## src/rtl/uart_tx_pkg.sv

```systemverilog
// Shared types and constants for the UART transmit frame sequencer.
// Optional parity support is compiled in with the UART_TX_PARITY_EN macro.
package uart_tx_pkg;

   localparam int UART_DATA_WIDTH = 8;

   localparam logic [1:0] SEL_START = 2'b00;
   localparam logic [1:0] SEL_STOP  = 2'b01;
   localparam logic [1:0] SEL_DATA  = 2'b10;
   localparam logic [1:0] SEL_PAR   = 2'b11;

   typedef enum logic [2:0] {
      ST_IDLE,
      ST_START,
      ST_DATA,
`ifdef UART_TX_PARITY_EN
      ST_PARITY,
`endif
      ST_STOP
   } uart_tx_state_t;

endpackage

```

## src/rtl/uart_tx_bit_cnt.sv

```systemverilog
// Data-bit counter for the UART frame sequencer.
// Ports: CLK, RST (sync, active-low), clr, en; last = count at DATA_WIDTH-1.
module uart_tx_bit_cnt
   import uart_tx_pkg::*;
#(
   parameter int DATA_WIDTH = UART_DATA_WIDTH
) (
   input  logic CLK,
   input  logic RST,
   input  logic clr,
   input  logic en,
   output logic last
);

   localparam int CW = (DATA_WIDTH > 1) ? $clog2(DATA_WIDTH) : 1;

   logic [CW-1:0] cnt;

   // Counting past the last bit returns to zero so the count never
   // exceeds DATA_WIDTH-1, even for non-power-of-two widths.
   always_ff @(posedge CLK) begin
      if (!RST || clr || (en && last)) begin
         cnt <= '0;
      end else if (en) begin
         cnt <= cnt + 1'b1;
      end
   end

   assign last = (cnt == CW'(DATA_WIDTH - 1));

endmodule

```

## src/rtl/uart_tx_fsm.sv

```systemverilog
// UART TX frame sequencer: start, data, optional parity (UART_TX_PARITY_EN), stop.
// Ports: CLK, RST (sync, active-low), Data_Valid, PAR_EN -> ser_load, ser_en, mux_sel, busy.
module uart_tx_fsm
   import uart_tx_pkg::*;
#(
   parameter int DATA_WIDTH = UART_DATA_WIDTH
) (
   input  logic       CLK,
   input  logic       RST,
   input  logic       Data_Valid,
   input  logic       PAR_EN,
   output logic       ser_load,
   output logic       ser_en,
   output logic [1:0] mux_sel,
   output logic       busy
);

   uart_tx_state_t state;
   uart_tx_state_t state_nxt;
   logic           accept;
   logic           cnt_last;

`ifdef UART_TX_PARITY_EN
   logic par_q;
`else
   logic unused_par_en;
   assign unused_par_en = PAR_EN;
`endif

   uart_tx_bit_cnt #(
      .DATA_WIDTH(DATA_WIDTH)
   ) u_bit_cnt (
      .CLK (CLK),
      .RST (RST),
      .clr (state != ST_DATA),
      .en  (state == ST_DATA),
      .last(cnt_last)
   );

   // Requests are only taken when idle or on the final stop cycle.
   assign accept   = Data_Valid && ((state == ST_IDLE) || (state == ST_STOP));
   assign ser_load = RST && accept;

   always_comb begin
      state_nxt = state;
      unique case (state)
         ST_IDLE:  state_nxt = accept ? ST_START : ST_IDLE;
         ST_START: state_nxt = ST_DATA;
         ST_DATA: begin
            if (cnt_last) begin
`ifdef UART_TX_PARITY_EN
               state_nxt = par_q ? ST_PARITY : ST_STOP;
`else
               state_nxt = ST_STOP;
`endif
            end
         end
`ifdef UART_TX_PARITY_EN
         ST_PARITY: state_nxt = ST_STOP;
`endif
         ST_STOP:  state_nxt = accept ? ST_START : ST_IDLE;
         default:  state_nxt = ST_IDLE;
      endcase
   end

   // Outputs are registered from the next state so they line up
   // with the state register without extra decode delay.
   always_ff @(posedge CLK) begin
      if (!RST) begin
         state   <= ST_IDLE;
         mux_sel <= SEL_STOP;
         busy    <= 1'b0;
         ser_en  <= 1'b0;
`ifdef UART_TX_PARITY_EN
         par_q   <= 1'b0;
`endif
      end else begin
         state   <= state_nxt;
         mux_sel <= SEL_STOP;
         busy    <= 1'b1;
         ser_en  <= 1'b0;
`ifdef UART_TX_PARITY_EN
         if (accept) par_q <= PAR_EN;
`endif
         unique case (state_nxt)
            ST_IDLE:   busy    <= 1'b0;
            ST_START:  mux_sel <= SEL_START;
            ST_DATA: begin
               mux_sel <= SEL_DATA;
               ser_en  <= 1'b1;
            end
`ifdef UART_TX_PARITY_EN
            ST_PARITY: mux_sel <= SEL_PAR;
`endif
            ST_STOP:   mux_sel <= SEL_STOP;
            default:   busy    <= 1'b0;
         endcase
      end
   end

endmodule

```

## config.mk

```make
export PLATFORM = sky130hd
export DESIGN_NAME = uart_tx_fsm
export DESIGN_NICKNAME = d
export VERILOG_FILES = /design/src/rtl/uart_tx_pkg.sv /design/src/rtl/uart_tx_bit_cnt.sv /design/src/rtl/uart_tx_fsm.sv
export SDC_FILE = /design/constraint.sdc
export NUM_CORES = 1
export LEC_CHECK = 0
export BUFFER_PORTS_ARGS = -buffer_cell sky130_fd_sc_hd__buf_2
export CORE_AREA = 2 2 39 41
export CTS_CLUSTER_SIZE = 10
export DETAILED_ROUTE_END_ITERATION = 10
export DIE_AREA = 0 0 41 43
export SETUP_SLACK_MARGIN = 0.3
export SYNTH_ARGS = -nofsm -noshare
export SYNTH_HDL_FRONTEND = slang
export SYNTH_HIERARCHICAL = 1
export SYNTH_SLANG_ARGS = --single-unit
```

## constraint.sdc

```tcl
create_clock -name CLK -period 1.9 [get_ports CLK]
set_input_delay 0.095 -clock CLK [delete_from_list [all_inputs] [get_ports CLK]]
set_output_delay 0.095 -clock CLK [all_outputs]
set_load 0.02 [all_outputs]
```

======== Yosys cells after proc, flatten, opt, wreduce, memory -nomap -nowiden ========
Cells that the tools add are included.
storage, ports and cells
  bits in registers ....................... 10
  input port bits ......................... 4
  output and inout bits ................... 5
  word-level logic and storage cells ...... 30
operators by class
  add/sub/neg operators ................... 1
  eq/ne operators ......................... 8
  multiplexer cells ....................... 6
  reduce and logical (&&, ||, !) cells .... 10
operator list
  cell                                                              count
  3-bit by 2-bit == test with 1-bit output (second input constant)  4
  3-bit case mux with 3 select lines                                1
  3-bit by 1-bit == test with 1-bit output (second input constant)  2
  2-bit case mux with 2 select lines                                1
  3-bit by 1-bit adder with 3-bit output (second input constant)    1
  3-bit == test (second input constant)                             1
  1-bit logical AND                                                 3
  3-bit logical NOT                                                 1
  1-bit logical OR                                                  3
  1-bit two-way mux                                                 3
  3-bit two-way mux                                                 1
  3-bit by 2-bit != test with 1-bit output (second input constant)  1
  3-bit OR reduction                                                1
  2-bit OR reduction                                                1
  1-bit logical NOT                                                 1

======== Longest topological paths before layout ========
  depth after elaboration ................. 8
  depth in mapped cells ................... 4
  gate-level depth less buffers ........... 4

======== By module ========
Netlist, hierarchy kept.
by module, submodules not included
  module           instances  cells an instance  area an instance (µm²)  seq. area each (µm²)
  uart_tx_fsm      1          27                 245.2                   120.1
  uart_tx_bit_cnt  1          15                 152.6                   60.1

======== Worst setup path after synthesis ========
Ideal clock, no wire load.
  path kind ............................... flip-flop to flip-flop
  from .................................... reg u_bit_cnt.cnt[0]
  to ...................................... reg ser_en
  library setup time ...................... 70 ps
  arrival ................................. 1172 ps
  required time ........................... 1830 ps
  slack ................................... 658 ps
  cell stages (with the launch flop) ...... 5
  buffers on the path ..................... 0
  period minus slack after synthesis ...... 1242 ps
  cell sequence ........................... dfxtp_1 -> ha_1 -> ha_1 -> or3b_1 -> a21oi_1
on the way
  longest elaborated chain between the ends .. 5
ends and longest elaborated chain
  item                                      RTL line               text
  from (decl)                               uart_tx_bit_cnt.sv:17  logic [CW-1:0] cnt;
  from (signal assigned)                    uart_tx_bit_cnt.sv:25  cnt <= cnt + 1'b1;
  3-bit == test                             uart_tx_bit_cnt.sv:29  assign last = (cnt == CW'(DATA_WIDTH - 1));
  named net cnt_last                        uart_tx_fsm.sv:21      logic cnt_last;
  3-bit two-way mux                         uart_tx_fsm.sv:50      if (cnt_last) begin
  3-bit case mux with 3 select lines        uart_tx_fsm.sv:46      unique case (state)
  3-bit by 2-bit == test with 1-bit output  uart_tx_fsm.sv:85      unique case (state_nxt)
  1-bit two-way mux                         uart_tx_fsm.sv:85
  to (signal assigned)                      uart_tx_fsm.sv:73      ser_en <= 1'b0;
  to (signal assigned)                      uart_tx_fsm.sv:81      ser_en <= 1'b0;
  to (signal assigned)                      uart_tx_fsm.sv:90      ser_en <= 1'b1;
  to (decl)                                 uart_tx_fsm.sv:13      output logic ser_en,
The timed path passes the listed nets, and every way through them passes these cells.
A chain may end at the register's enable or synchronous reset.

======== Worst setup path after layout ========
Same ends and word-level chain as after synthesis.

==> flow_summary.ini <==
[status]
status = complete, no violations

[synthesis]
synth_compound_area_frac = 0.110
syn_nets = 48
synth-xor-area-share = 0.0440
synthSimpleGateAreaFrac = 0.261
ys_warn_count = 6
synth.avg_cell_area_um2 = 9.47
synthCells = 42
synth_cell_types = 18
synth_area_um2 = 398
yosysSeqAreaShare = 0.453
synth_adder_area_share = 0.0629
synth_top_family_by_area = simple AND/OR/NAND/NOR gates
synthMuxAreaShare = 0
ys_seq_elements = 9

[timing]
fin_skew_ns = 0.00295
rsz0062_at_grt = no
fin_ws_ns = 0.564
report.final.slew_viol_count = 0
fin_crit_ns = 1.34
setup_violations = 0
hold_violations = 0
fin_tns_setup_ns = 0
post-route-period-util = 0.703
fmax_mhz = 749

[pwr]
powerDensity_nw_per_um2 = 783
leakagePower_nw = 0.197
vdd_drop_max_mv = 0.426

[place]
pre_cts_slack_ns = 0.577
gp_congestion = 0.644
place_hpwl_um = 451
port_buffers = 7

[worst_setup_path]
cp_top_family = adder cells
required_ns = 2.09
slowest_delay_ns = 0.38
cp-end-kind = flop
crit_top_cell = ha_1
worst-path-max-fanout = 5
cpMaxStageDelayCell = or3b_1
path_class = flop to flop
worst-path-buf-inv = 0
cp.arrival_ns = 1.52
cp-start-kind = flop
worstPathCellList = ha_1 -> ha_1 -> or3b_1 -> a21oi_1

[cts]
post_cts_buffers = 0
h-tree-depth = 1
holdBufCountCts = 0
insertion_delay_ns = 0.25
cts_resized = 0
cts_buffers = 3
cts_tree = done
cts_root_buffer = clkbuf_4
cts.sinks = 9
clk_pin_slew_ns = 0.06
ctsLongestPathBuffers = 2

[floorplanning]
coreArea_um2 = 1380
num_rows = 14
die_width_um = 41
ioPinCount = 9
initial_core_util = 0.288
die_y_um = 43
dieArea_um2 = 1760

[final_layout]
fillers = 133
drive_above_1_share = 0.216
area_delta_synth_final_pct = 17.3
final_nets = 58
antenna_cells = 0

[global_route]
antenna_found_initial = 0
grt_max_degree = 8
first_global_vias = 269
overflow = 0
grt_pass1_wl_mm = 1.03
track_usage = 0.0916

[route]
drt_wl_total_um = 601
firstDrtPassIters = 4
drtIter0Drc = 8
drc_errors = 0
postRouteAntennaNets = 0
via_count = 291
viasPerCell = 4.34
wl_per_cell_um = 8.97

[flow_run]
maxCapViolCount = 0

[worst_hold_path]
hold_class = input port to flop
## cell usage after synthesis
master / instances / area [um^2]
inv_1: 3 / 11.3
o2111ai_1: 1 / 8.76
a21oi_1: 4 / 20.0
nand2b_1: 6 / 37.5
and3_1: 1 / 6.26
nand3_1: 1 / 5.00
dfxtp_1: 9 / 180
conb_1: 1 / 3.75
xor2_1: 1 / 8.76
or3b_1: 2 / 17.5
ha_1: 2 / 25.0
buf_4: 1 / 7.51
nor2_1: 2 / 7.51
xnor2_1: 1 / 8.76
a21oi_2: 1 / 8.76
nand3b_1: 4 / 30.0
o22ai_1: 1 / 6.26
clkbuf_2: 1 / 5.00
## sequential cells by signal, indices dropped and copies added, names as in the netlist
signal	cells
ser_en	1
state	3
u_bit_cnt/cnt	3
busy	1
mux_sel	1
## cell usage in the layout, fill, tap and decap left out, drive strengths merged
cell type / count
conb: 1
nor2: 2
a21oi: 5
nand3b: 4
inv: 3
xnor2: 1
ha: 2
nand2b: 6
and3: 1
nand3: 1
clkbuf: 4
or3b: 2
xor2: 1
o22ai: 1
o2111ai: 1
buf: 7
dfxtp: 9
## layout make-up
| class | count | area (um^2) | area share |
|---|---|---|---|
| inverters | 3 | 11.3 | 0.0241 |
| flip-flops and latches | 9 | 180 | 0.386 |
| well taps | 16 | 20.0 | 0.0429 |
| clock buffers | 4 | 26.3 | 0.0563 |
| repair buffers | 7 | 35.0 | 0.0751 |
| multi-input cells | 28 | 194 | 0.416 |
## power by group
part / internal, mW / switching [mW] / total [mW]
clock network: 0.0806 / 0.0622 / 0.143
logic: 0.0103 / 0.0150 / 0.0253
registers: 0.194 / 0.00352 / 0.197
total: 0.285 / 0.0807 / 0.366
## stage by stage
stage | hold slack, ns | util | cells | area [um^2] | power (mW)
finish | 0.0880 | 0.337 | 67 | 467 | 0.366
global route | 0.0841 | 0.337 | 67 | 467 | 0.389
CTS | 0.0866 | 0.337 | 67 | 467 | 0.375
detailed placement | 0.352 | 0.318 | 63 | 440 | 0.227
global placement | 0.343 | 0.318 | 63 | 440 | 0.227
floorplan | 0.190 | - | 42 | 398 | 0.219
## per-layer routing
layer  up-vias  wire length [um]  global-route usage
met4         0                 0              0.0800
met3         0                25              0.0471
met1       127               296               0.114
li1        158                 -                   -
met2         6               279               0.109
met5         -                 0                   0
## path summary, 6_finish.rpt
check	startpoint	to	slack (ns)	cells after the start
worst max-delay path	u_bit_cnt/cnt[0]	ser_en	0.56	4
worst min-delay path	RST	mux_sel[0]	0.09	2
worst max register to register	u_bit_cnt/cnt[0]	ser_en	0.56	4
worst min register to register	u_bit_cnt/cnt[1]	u_bit_cnt/cnt[1]	0.47	2
## cell families after synthesis
logic type / Yosys count
fa+ha+maj: 2
other cells: 1
simple gates: 16
compound gates: 7
buf+inv: 5
xor+xnor: 2
flops: 9
Note: power is estimated with default switching activity, not from simulation.
